===== src/rtl/stopwatch_ctrl.sv =====
// stopwatch_ctrl: button sync/debounce plus IDLE/RUN/PAUSE/SPLIT mode FSM driving the stopwatch datapath
module stopwatch_ctrl #(
  parameter int unsigned DEB_CYCLES    = 20000,
  parameter int unsigned SPLIT_HOLD_MS = 3000,
  parameter int unsigned LAP_MAX       = 9
) (
  input  logic       clk,
  input  logic       rst,
  input  logic       btn_start,
  input  logic       btn_lap,
  input  logic       tick_1ms,
  output logic       cnt_en,
  output logic       cnt_clr,
  output logic       lap_capture,
  output logic       disp_freeze,
  output logic [3:0] lap_idx,
  output logic       lap_full,
  output logic [1:0] state
);
  localparam int unsigned CW = $clog2(DEB_CYCLES + 1);
  localparam int unsigned HW = (SPLIT_HOLD_MS > 0) ? $clog2(SPLIT_HOLD_MS + 1) : 1;
  typedef enum logic [1:0] {IDLE, RUN, PAUSE, SPLIT} state_t;
  logic [1:0] btn;
  logic [1:0] press;
  assign btn = {btn_lap, btn_start};
  for (genvar i = 0; i < 2; i++) begin : g_btn
    logic s1_q, s2_q, deb_q, deb_d, prev_q, press_q, hit;
    logic [CW-1:0] cnt_q, cnt_d;
    always_comb begin
      hit = (s2_q != deb_q) && (cnt_q == CW'(DEB_CYCLES - 1));
      cnt_d = ((s2_q != deb_q) && !hit) ? cnt_q + CW'(1) : '0;
      deb_d = deb_q ^ hit;
    end
    always_ff @(posedge clk or posedge rst) begin
      if (rst) begin
        s1_q    <= 1'b0;
        s2_q    <= 1'b0;
        deb_q   <= 1'b0;
        prev_q  <= 1'b0;
        press_q <= 1'b0;
        cnt_q   <= '0;
      end else begin
        s1_q    <= btn[i];
        s2_q    <= s1_q;
        deb_q   <= deb_d;
        prev_q  <= deb_q;
        press_q <= deb_q & ~prev_q;
        cnt_q   <= cnt_d;
      end
    end
    assign press[i] = press_q;
  end
  state_t state_q, state_d;
  logic [3:0] lap_idx_q, lap_idx_d;
  logic [HW-1:0] hold_q, hold_d, hold_nx;
  logic cnt_en_q, cnt_clr_q, cnt_clr_d, lap_capture_q, lap_capture_d, disp_freeze_q, lap_full_q;
  logic start_ev, lap_ev, tick_on, timeout;
  always_comb begin
    start_ev = press[0];
    lap_ev = press[1] && !press[0];
    tick_on = (SPLIT_HOLD_MS != 0) && tick_1ms;
    hold_nx = hold_q + HW'(1);
    timeout = tick_on && (hold_nx == HW'(SPLIT_HOLD_MS));
    state_d = state_q;
    lap_idx_d = lap_idx_q;
    hold_d = '0;
    cnt_clr_d = 1'b0;
    lap_capture_d = 1'b0;
    case (state_q)
      IDLE: state_d = start_ev ? RUN : IDLE;
      RUN: begin
        if (start_ev) state_d = PAUSE;
        else if (lap_ev && !lap_full_q) begin
          state_d = SPLIT;
          lap_capture_d = 1'b1;
          lap_idx_d = lap_idx_q + 4'd1;
        end
      end
      PAUSE: begin
        if (start_ev) state_d = RUN;
        else if (lap_ev) begin
          state_d = IDLE;
          cnt_clr_d = 1'b1;
          lap_idx_d = '0;
        end
      end
      SPLIT: begin
        if (start_ev) state_d = PAUSE;
        else if (lap_ev && !lap_full_q) begin
          lap_capture_d = 1'b1;
          lap_idx_d = lap_idx_q + 4'd1;
        end else if (timeout) state_d = RUN;
        else hold_d = tick_on ? hold_nx : hold_q;
      end
      default: state_d = IDLE;
    endcase
  end
  always_ff @(posedge clk or posedge rst) begin
    if (rst) begin
      state_q       <= IDLE;
      lap_idx_q     <= '0;
      hold_q        <= '0;
      cnt_en_q      <= 1'b0;
      cnt_clr_q     <= 1'b0;
      lap_capture_q <= 1'b0;
      disp_freeze_q <= 1'b0;
      lap_full_q    <= 1'b0;
    end else begin
      state_q       <= state_d;
      lap_idx_q     <= lap_idx_d;
      hold_q        <= hold_d;
      cnt_en_q      <= (state_d == RUN) || (state_d == SPLIT);
      cnt_clr_q     <= cnt_clr_d;
      lap_capture_q <= lap_capture_d;
      disp_freeze_q <= state_d == SPLIT;
      lap_full_q    <= lap_idx_d == 4'(LAP_MAX);
    end
  end
  assign state       = state_q;
  assign lap_idx     = lap_idx_q;
  assign cnt_en      = cnt_en_q;
  assign cnt_clr     = cnt_clr_q;
  assign lap_capture = lap_capture_q;
  assign disp_freeze = disp_freeze_q;
  assign lap_full    = lap_full_q;
endmodule


===== config.mk =====
export PLATFORM = sky130hd
export DESIGN_NAME = stopwatch_ctrl
export DESIGN_NICKNAME = d
export VERILOG_FILES = /design/src/rtl/stopwatch_ctrl.sv
export SDC_FILE = /design/constraint.sdc
export NUM_CORES = 1
export LEC_CHECK = 0
export CELL_PAD_IN_SITES_DETAIL_PLACEMENT = 1
export CELL_PAD_IN_SITES_GLOBAL_PLACEMENT = 1
export CORE_MARGIN = 2
export CORE_UTILIZATION = 46
export DETAILED_ROUTE_END_ITERATION = 8
export HOLD_SLACK_MARGIN = 0.02
export PLACE_DENSITY_LB_ADDON = 0.1
export SYNTH_ARGS = -nofsm -noshare
export SYNTH_HDL_FRONTEND = slang
export SYNTH_SLANG_ARGS = --single-unit

===== constraint.sdc =====
create_clock -name clk -period 2.39 [get_ports clk]
set_input_delay 0.5975 -clock clk [delete_from_list [all_inputs] [get_ports clk]]
set_output_delay 0.5975 -clock clk [all_outputs]
set_load 0.02 [all_outputs]

# ---- Word-level counts from Yosys, hierarchy flattened
# Index checks and enable logic that the tools add are counted.
dict set report op_classes {
  n_addsub 4
  eq_ne 12
  muxes 27
  bitwise 6
  n_reduce_logical 14
}
# operator count
set op_table {}
lappend op_table {{12-bit 2-to-1 mux} 5}
lappend op_table {{15-bit by 1-bit adder with 15-bit output, second input constant} 2}
lappend op_table {{15-bit == test, second input constant} 2}
lappend op_table {{15-bit 2-to-1 mux} 2}
lappend op_table {{4-bit 2-to-1 mux} 4}
lappend op_table {{2-bit 2-to-1 mux} 7}
lappend op_table {{12-bit by 1-bit adder with 12-bit output, second input constant} 1}
lappend op_table {{12-bit == test, second input constant} 1}
lappend op_table {{2-bit case mux with 4 select lines} 1}
lappend op_table {{4-bit case mux with 2 select lines} 1}
lappend op_table {{1-bit logical AND} 7}
lappend op_table {{1-bit 2-to-1 mux} 7}
lappend op_table {{2-bit == test, second input constant} 3}
lappend op_table {{5-bit != test, second input constant} 1}
lappend op_table {{4-bit by 1-bit adder with 4-bit output, second input constant} 1}
lappend op_table {{2-bit by 1-bit == test with 1-bit output, second input constant} 2}
lappend op_table {{4-bit == test, second input constant} 1}
lappend op_table {{1-bit logical NOT} 4}
lappend op_table {{1-bit AND} 2}
lappend op_table {{2-bit logical NOT} 1}
lappend op_table {{1-bit != test} 2}
lappend op_table {{1-bit inverter} 2}
lappend op_table {{2-bit OR reduction} 1}
lappend op_table {{1-bit XOR} 2}
lappend op_table {{1-bit logical OR} 1}
dict set report totals {
  reg_bits 63
  inputBits 5
  output_inout_bits 11
  elab_cells 83
}

# ---- Logic depth before layout (Yosys ltp)
# Gate-level depths: netlist (run 1).
dict set report depth {
  word_depth 9
  mapped_depth 8
  mapped_depth_nobuf 7
}

# ---- Least setup slack after synthesis (run 1)
# No wires, ideal clock.
dict set report synth_path {
  path_type {reg2reg}
  startpoint {register hold_q[0]}
  endpoint {register disp_freeze_q, in the netlist disp_freeze}
  setup_ns 0.120
  arrival_time_ns 1.858
  t_required_ns 2.270
  path_slack_ns 0.412
  path_stages_with_launch 8
  path_buffers 1
  synth_period_minus_slack_ns 1.978
  cell_sequence {dfrtp_1 -> ha_1 -> nand2_1 -> or4b_1 -> a21oi_1 -> o221ai_2 -> buf_6 -> a31o_1}
}
dict set report synth_via {
  elab_chain_len 8
}
# element line
set synth_lines {}
lappend synth_lines {{start: declaration} 55} ;# logic [HW-1:0] hold_q, hold_d, hold_nx;
lappend synth_lines {{start signal: assignment} 111} ;# hold_q <= hold_d;
lappend synth_lines {{12-bit by 1-bit adder with 12-bit output} 62} ;# hold_nx = hold_q + HW'(1);
lappend synth_lines {{12-bit == test} 63} ;# timeout = tick_on && (hold_nx == HW'(SPLIT_HOLD_MS));
lappend synth_lines {{1-bit logical AND} 63}
lappend synth_lines {{2-bit 2-to-1 mux} 92} ;# end else if (timeout) state_d = RUN;
lappend synth_lines {{2-bit 2-to-1 mux} 89} ;# else if (lap_ev && !lap_full_q) begin
lappend synth_lines {{2-bit 2-to-1 mux} 88} ;# if (start_ev) state_d = PAUSE;
lappend synth_lines {{2-bit case mux with 4 select lines} 69} ;# case (state_q)
lappend synth_lines {{2-bit == test} 115} ;# disp_freeze_q <= state_d == SPLIT;
lappend synth_lines {{end signal: assignment} 106} ;# disp_freeze_q <= 1'b0;
lappend synth_lines {{end signal: assignment} 115}
lappend synth_lines {{end: declaration} 56} ;# logic cnt_en_q, cnt_clr_q, cnt_clr_d, lap_capture_q, lap_capture_d, disp_freeze_q, lap_full_q;
# No other way between the ends.
# A chain may end at the register's enable or synchronous reset.

# ---- Worst setup path in the final report (run 1)
dict set report layout_path {
  startpoint {input tick_1ms}
  endpoint {register hold_q[11]}
}
dict set report layout_via {
  elab_chain_len 5
  elab_cells_between_ends 6
  classes_between {eq/ne (1); mux (4); reduce/logical (1)}
}
# element line
set layout_lines {}
lappend layout_lines {{start: declaration} 11} ;# input logic tick_1ms,
lappend layout_lines {{1-bit logical AND} 63}
lappend layout_lines {{12-bit 2-to-1 mux} 92}
lappend layout_lines {{12-bit 2-to-1 mux} 89}
lappend layout_lines {{12-bit 2-to-1 mux} 88}
lappend layout_lines {{12-bit 2-to-1 mux} 69}
# Parallel ways exist; a longest one is shown, timed or not.

==> results.md, run 1 <==
- Outcome: finished, final reports clean
- Clk buf depth: 2
- Layout cells sized above 1: 10.28%
- Die Y: 83.68 um
- Post-CTS Hold Buffers: 0
- Largest net degree at the start of global routing: 64
- Final WL: 6.134 mm
- P&R area growth vs syn: 17.70%
- Reg-to-Reg End: hold_q[9]
- Reg2reg start: hold_q[0]
- Most common cell after layout, fill and taps aside: dfrtp_1
- Max Cap Violations: 0
- Die W: 83.68 um
- CTS tree: yes
- Syn_area_per_cell: 10.14 um^2
- DP HPWL: 4.072 mm
- CORE AREA: 0.006241 mm^2
- Synth top area cells: dfrtp_1, xor2_1, nor2_1, nand2_1, nand3_1
- WHS: 0.3513 ns
- Placed cell area: 0.003217 mm^2
- Final Skew: 0.01128 ns
- Pwr Density: 615.9 mW/mm^2
- Syn Std Cell Area: 0.002920 mm^2
- Vias in the first global route: 2274
- Via density: 5.422
- Initial antenna violation count: 0
- Most area-hungry cell type in the Yosys netlist: dfrtp_1
- CTS buffer count: 9
- Min-Delay Path Class: flop to flop
- Worst Setup End Kind: flop
- Max rail drop VDD: 0.0003852 V
- Critical Path Sink: hold_q[11]
- Slew Viols, Final: 0
- Synth top area share: 53.98%
- Root buf cell: clkbuf_8
- Most frequent cells in the layout: dfrtp_1, nor2_1, nand2_1
- Max transition margin: 62.05%
- Initial DRC Count: 114
- GRT Residual Overflow: 0
- R2R Setup Slk: 0.30 ns
- Clock latency on the worst-skew pair: 0.34 ns
- CTS resizes: 0
- Routed Antenna Nets: 0
- GP Congestion: 0.7825
- Max Freq: 462.1 MHz
- Unrepaired setup endpoints after global routing: false
- Startpoint types: input port
- Worst Reg-to-Reg Cells: 8
- # IOs: 16
- CP Data Arrival Time: 2.39 ns
- Vias post-DR: 2158
- DRC violations left: 0
- Post-CTS Setup Repair Bufs: 0
- Slowest cell on the critical path: or4b_1
- Wire per inst: 15.41 um
- Crit share post-route: 90.54%
- First-pass GRT wire length: 10.82 mm
- Measured slew at the worst slew-check pin: 0.5692 ns
- Critical path startpoint: tick_1ms
- Critical path class: input port to flop
- FP Rows: 29
- Port bufs: 15
- Critical-path cell list: clkdlybuf4s50_1 > nand2_1 > or4b_1 > a21oi_1 > o221ai_4 > nand4_1 > o211ai_1
- Flops & latches, synth: 63
- Clock tree sinks: 63
- # H-tree levels: 3
- Antenna cells: 0
- Cell area after layout: 0.003437 mm^2
- Req. time, crit path: 2.61 ns
- Initial core utilization: 46.79%
- First-pass iteration count of the detailed router: 4
- Register clock-pin slew on the reported worst setup and hold paths: 0.07 ns
- Cells after Synth: 288
- Synth warn: 0
- Die Area: 0.007002 mm^2
- Crit-path max FO: 13
- Setup violations, final: 0
- Final min period: 2.164 ns
- Crit-path max cell delay: 0.50 ns
- P_leak: 1.529 nW
- Final nets: 325
- Syn Nets: 297
- Sequential area share after synthesis: 53.98%
- Synth cell types: 38
- Fin. Hold Viols: 0
- Total GRT Usage: 19.49%
-- layout make-up --
type | count | area, um^2
sequential | 63 | 1577
clock inverter | 3 | 40.04
tap | 77 | 96.34
fill | 716 | 2804
timing repair buffer | 26 | 245.2
clock buffer | 13 | 168.9
inverter | 7 | 26.28
multi-input combinational | 209 | 1284
-- stage by stage --
step	setup TNS, ns	instances	utilization, %	worst slack, ns	total power [W]
after floorplan	0	288	-	0.2228	0.001148
after global placement	-0.7277	382	51.54	-0.1000	0.001173
after detailed placement	-1.411	382	51.54	-0.1592	0.001176
after CTS	0	398	54.89	0.1005	0.002147
after global routing	0	398	55.07	0.04187	0.002207
final	0	398	55.07	0.2261	0.002117
-- how the worst min path moves through the flow --
stage                  start       endpoint  cells after the start
2_1_floorplan  g_btn[0].s1_q  g_btn[0].s2_q                      0
3_3_place_gp   g_btn[1].s1_q  g_btn[1].s2_q                      0
3_5_place_dp   g_btn[0].s1_q  g_btn[0].s2_q                      0
4_1_cts        g_btn[0].s1_q  g_btn[0].s2_q                      0
5_1_grt        g_btn[0].s1_q  g_btn[0].s2_q                      0
6_report       g_btn[0].s1_q  g_btn[0].s2_q                      0
-- per-layer routing --
metal | vias to the layer above | part of all wire [%] | track usage, %
met3 | 10 | 2.4 | 3.660
met2 | 26 | 49 | 31.49
met1 | 1078 | 46 | 25.70
met4 | 0 | 1.8 | 8.504
li1 | 1044 | - | -
met5 | - | 0 | 0
-- power by group --
| part | internal [W] | switching, W | total [W] |
|---|---|---|---|
| sequential | 0.00108 | 0.00000911 | 0.00109 |
| combinational | 0.0000213 | 0.0000458 | 0.0000670 |
| clock | 0.000564 | 0.000399 | 0.000963 |
| total | 0.00166 | 0.000454 | 0.00212 |
-- registers in the layout (all words and copies together) (netlist names), named ones only --
name / flops
lap_full: 1
hold_q: 12
state: 2
lap_capture: 1
disp_freeze: 1
g_btn.s2_q: 2
g_btn.prev_q: 2
lap_idx: 4
cnt_clr: 1
g_btn.cnt_q: 30
g_btn.press_q: 2
cnt_en: 1
g_btn.s1_q: 2
-- synth_stat cells (all sizes together) --
library cell,n
dfrtp,63
nor2,43
nand2,29
xor2,25
nand3,20
nand4,11
nor3,11
xnor2,10
a21oi,8
inv,7
clkbuf,5
o21ai,5
a31oi,4
and3,4
buf,4
ha,4
nand2b,4
nand3b,4
nor2b,4
a311oi,3
nand4b,3
and2,2
mux2,2
mux2i,2
nor4b,2
a31o,1
and4,1
and4b,1
nor4,1
nor4bb,1
o211ai,1
o221ai,1
or4,1
or4b,1
-- logic make-up after synthesis --
kind of cell / count (synthesis) / synth area share, %
xor gates and xnor gates: 35 / 10.50
muxes: 4 / 1.457
and+or+nand+nor: 143 / 24.85
adders and majority gates: 4 / 1.714
AOI/OAI and AO/OA: 23 / 5.056
buffers and inverters: 16 / 2.442
DFF: 63 / 53.98
-- worst max-delay path: cells and delay by family --
family          cells  cell delay [ns]
simple gates        3             0.75
buf+inv             1             0.49
compound gates      3             0.55
(Power assumes the default switching activity.)
==> inputs of run 2 (changes only) <==
- ABC_CLOCK_PERIOD_IN_PS: not set -> 2390
==> results of run 2 <==
Same layout as run 1: the final DEF is identical, and so are final timing and power.
==> inputs of run 3 (changes only) <==
- ABC_AREA: not set -> 1
- CORE_UTILIZATION: 46 -> 45
==> run 3 against run 2 <==
Compared with the run above: critical path depth shrank 6; final area grew 3.7%; non-clock buffer count shrank 9; register-to-register slack gained 0.23 ns; largest power group unchanged; final cell count grew 23%; die area grew 7.9%; largest cell class unchanged; highest routed layer unchanged; synthesized area grew 6.0%; clock power grew 5%.
==> results.md, run 3 <==
- Synth Area in Adders: 1.617% (was 1.714%)
- Crit-path max cell delay: 0.66 ns (was 0.50 ns)
- Max Cap Violations: 0 (unchanged)
- Sequential area share after synthesis: 50.95% (was 53.98%)
- Die W: 86.92 um (was 83.68 um)
- Via density: 5.246 (was 5.422)
- Layout cells sized above 1: 9.069% (was 10.28%)
- Min-Delay Path Depth: 0 (unchanged)
- Proportion of synthesized area in mux cells: 0% (was 1.457%)
- DP HPWL: 5.037 mm (was 4.072 mm)
- DRC violations left: 0 (unchanged)
- Largest family of logic cells by synthesized area: simple AND/OR/NAND/NOR gates (unchanged)
- Max rail drop VDD: 0.0004976 V (was 0.0003852 V)
- P&R area growth vs syn: 15.24% (was 17.70%)
- Root buf cell: clkbuf_8 (unchanged)
- Synth Flop Type: dfrtp_1 (unchanged)
- Vias in the first global route: 2646 (was 2274)
- Fin. Hold Viols: 0 (unchanged)
- CORE AREA: 0.006719 mm^2 (was 0.006241 mm^2)
- Hold Startpoint: g_btn[1].s1_q (was g_btn[0].s1_q)
- Max transition margin: 59.87% (was 62.05%)
- Syn Nets: 388 (was 297)
- WHS: 0.3570 ns (was 0.3513 ns)
- Flip-flop count of the largest register after layout: 30 (unchanged)
- Register clock-pin slew on the reported worst setup and hold paths: 0.07 ns (about the same)
- Final WL: 6.864 mm (was 6.134 mm)
- Total GRT Usage: 20.68% (was 19.49%)
- Clock latency on the worst-skew pair: 0.34 ns (about the same)
- Initial DRC Count: 64 (was 114)
- Die Y: 86.92 um (was 83.68 um)
- Setup TNS: 0 ns (unchanged)
- Crit-path max FO: 7 (was 13)
- Wire per inst: 14.07 um (was 15.41 um)
- Pwr Density: 604.0 mW/mm^2 (was 615.9 mW/mm^2)
- Largest net degree at the start of global routing: 49 (was 64)
- Startpoint types: flop (was input port)
- Slowest cell on the critical path: clkdlybuf4s50_1 (was or4b_1)
- First-pass iteration count of the detailed router: 4 (unchanged)
- Synth warn: 0 (unchanged)
- Measured slew at the worst slew-check pin: 0.6018 ns (was 0.5692 ns)
- Syn Std Cell Area: 0.003094 mm^2 (was 0.002920 mm^2)
- Req. time, crit path: 1.79 ns (was 2.61 ns)
- Routed Antenna Nets: 0 (unchanged)
- Reg-to-Reg End: hold_q[0] (was hold_q[9])
- CTS resizes: 0 (unchanged)
- CP Buf/Inv Count: 1 (unchanged)
- Most common cell after layout, fill and taps aside: nand2_1 (was dfrtp_1)
- # H-tree levels: 3 (unchanged)
- Most area-hungry cell type in the Yosys netlist: dfrtp_1 (unchanged)
- Cells after Synth: 379 (was 288)
- Simple-gate area share of the yosys netlist: 30.25% (was 24.85%)
- Clk buf depth: 2 (unchanged)
- Compound-Gate Fraction of Synth Area: 6.793% (was 5.056%)
- XOR/XNOR Fraction of Synth Area: 2.548% (was 10.50%)
- Crit share post-route: 87.06% (was 90.54%)
- Final nets: 413 (was 325)
- First-pass GRT wire length: 12.12 mm (was 10.82 mm)
- CTS buffer count: 9 (unchanged)
- Cell area after layout: 0.003566 mm^2 (was 0.003437 mm^2)
- Most frequent cell after synthesis: nand2_1 (was dfrtp_1)
- Number of flops mapped to enable cells by yosys: 0 (unchanged)
- Most frequent cells in the layout: nand2_1, dfrtp_1, inv_1 (was dfrtp_1, nor2_1, nand2_1)
- Antenna cells: 0 (unchanged)
- Worst Reg-to-Reg Cells: 11 (was 8)
- GP Congestion: 0.7953 (was 0.7825)
- Critical-path cell list: clkdlybuf4s50_1 (was clkdlybuf4s50_1 > nand2_1 > or4b_1 > a21oi_1 > o221ai_4 > nand4_1 > o211ai_1)
- Post-route non-filler standard cell count: 488 (was 398)
- Post-synth top cells: nand2_1, dfrtp_1, inv_1 (was dfrtp_1, nor2_1, nand2_1)
- Initial core utilization: 46.05% (was 46.79%)
- Vias post-DR: 2560 (was 2158)
- Post-CTS Setup Repair Bufs: 0 (unchanged)
- Unrepaired setup endpoints after global routing: false (unchanged)
- Top delay family on crit path: buffers and inverters (was simple AND/OR/NAND/NOR gates)
- # IOs: 16 (unchanged)
- P_leak: 1.628 nW (was 1.529 nW)
- Port bufs: 15 (unchanged)
- Outcome: finished, final reports clean (unchanged)
- Hold Path End: g_btn[1].s2_q (was g_btn[0].s2_q)
- GRT Residual Overflow: 0 (unchanged)
- Reg2reg start: hold_q[0] (unchanged)
- Synth top area cells: dfrtp_1, nand2_1, inv_1, nor2_1, nand3_1 (was dfrtp_1, xor2_1, nor2_1, nand2_1, nand3_1)
- Final cell utilization of the core: 53.07% (was 55.07%)
- FP Rows: 30 (was 29)
- Setup violations, final: 0 (unchanged)
- Post-CTS Hold Buffers: 0 (unchanged)
- Clock tree sinks: 63 (unchanged)
- CTS tree: yes (unchanged)
- R2R Setup Slk: 0.53 ns (was 0.30 ns)
- Die Area: 0.007555 mm^2 (was 0.007002 mm^2)
- Critical path startpoint: state[0] (was tick_1ms)
- Flops & latches, synth: 63 (unchanged)
- Worst Setup End Kind: output port (was flop)
- Most flops, register: g_btn.cnt_q (unchanged)
- Synth cell types: 31 (was 38)
- Critical path class: flop to output port (was input port to flop)
- Min-Delay Path Class: flop to flop (unchanged)
- Placed cell area: 0.003354 mm^2 (was 0.003217 mm^2)
- Final Skew: 0.009602 ns (was 0.01128 ns)
- Max Freq: 480.6 MHz (was 462.1 MHz)
- Slew Viols, Final: 0 (unchanged)
- Final min period: 2.081 ns (was 2.164 ns)
- Syn_area_per_cell: 8.164 um^2 (was 10.14 um^2)
- Placed insts: 473 (was 382)
- CP Data Arrival Time: 1.48 ns (was 2.39 ns)
- Synth top area share: 50.95% (was 53.98%)
- Initial antenna violation count: 0 (unchanged)
- Post-synthesis async set-or-reset flop share: 100.0% (unchanged)
## run 3: worst max-delay path by stage
stage | to | slack [ns] | cells after the start
2_1_floorplan | async pin | 0.22 | 1
3_3_place_gp | hold_q[0] | 0.34 | 10
3_5_place_dp | hold_q[0] | 0.30 | 10
4_1_cts | state[0] | 0.28 | 1
5_1_grt | state[0] | 0.26 | 1
6_report | state[0] | 0.31 | 1
## run 3: per-stage QoR
stage | setup WS [ns] | power [W]
3_3_place_gp | 0.3438 | 0.001165
5_1_grt | 0.2622 | 0.002233
3_5_place_dp | 0.2971 | 0.001168
2_1_floorplan | 0.2228 | 0.001142
6_report | 0.3092 | 0.002154
4_1_cts | 0.2836 | 0.002183
## run 3: routing by layer
layer / share of wire [%] / global-route usage (%) / vias up / wire length, um
li1: - / - / 1260 / -
met1: 49 / 27.23 / 1263 / 3338
met2: 47 / 33.66 / 27 / 3256
met3: 2.0 / 3.507 / 10 / 138
met4: 1.9 / 8.949 / 0 / 131
met5: 0 / 0 / - / 0
## run 3: where the power goes
part	switching, W	internal, W
Clock	0.000402	0.000607
Combinational	0.0000410	0.0000191
Sequential	0.00000680	0.00108
## run 3: cell type report
class                           count  area (um^2)
Inverter                           60        225.2
Timing Repair Buffer               17        177.7
Clock buffer                       11        141.4
Sequential cell                    63         1577
Clock inverter                      4        70.07
Tap cell                           80        100.1
Multi-Input combinational cell    253         1275
Fill cell                         836         3153
## run 3: kinds of logic after synthesis
kind of cell | count (synthesis)
buffers and inverters | 63
adders and majority gates | 4
AOI/OAI and AO/OA | 37
DFF | 63
xor gates and xnor gates | 9
and+or+nand+nor | 203
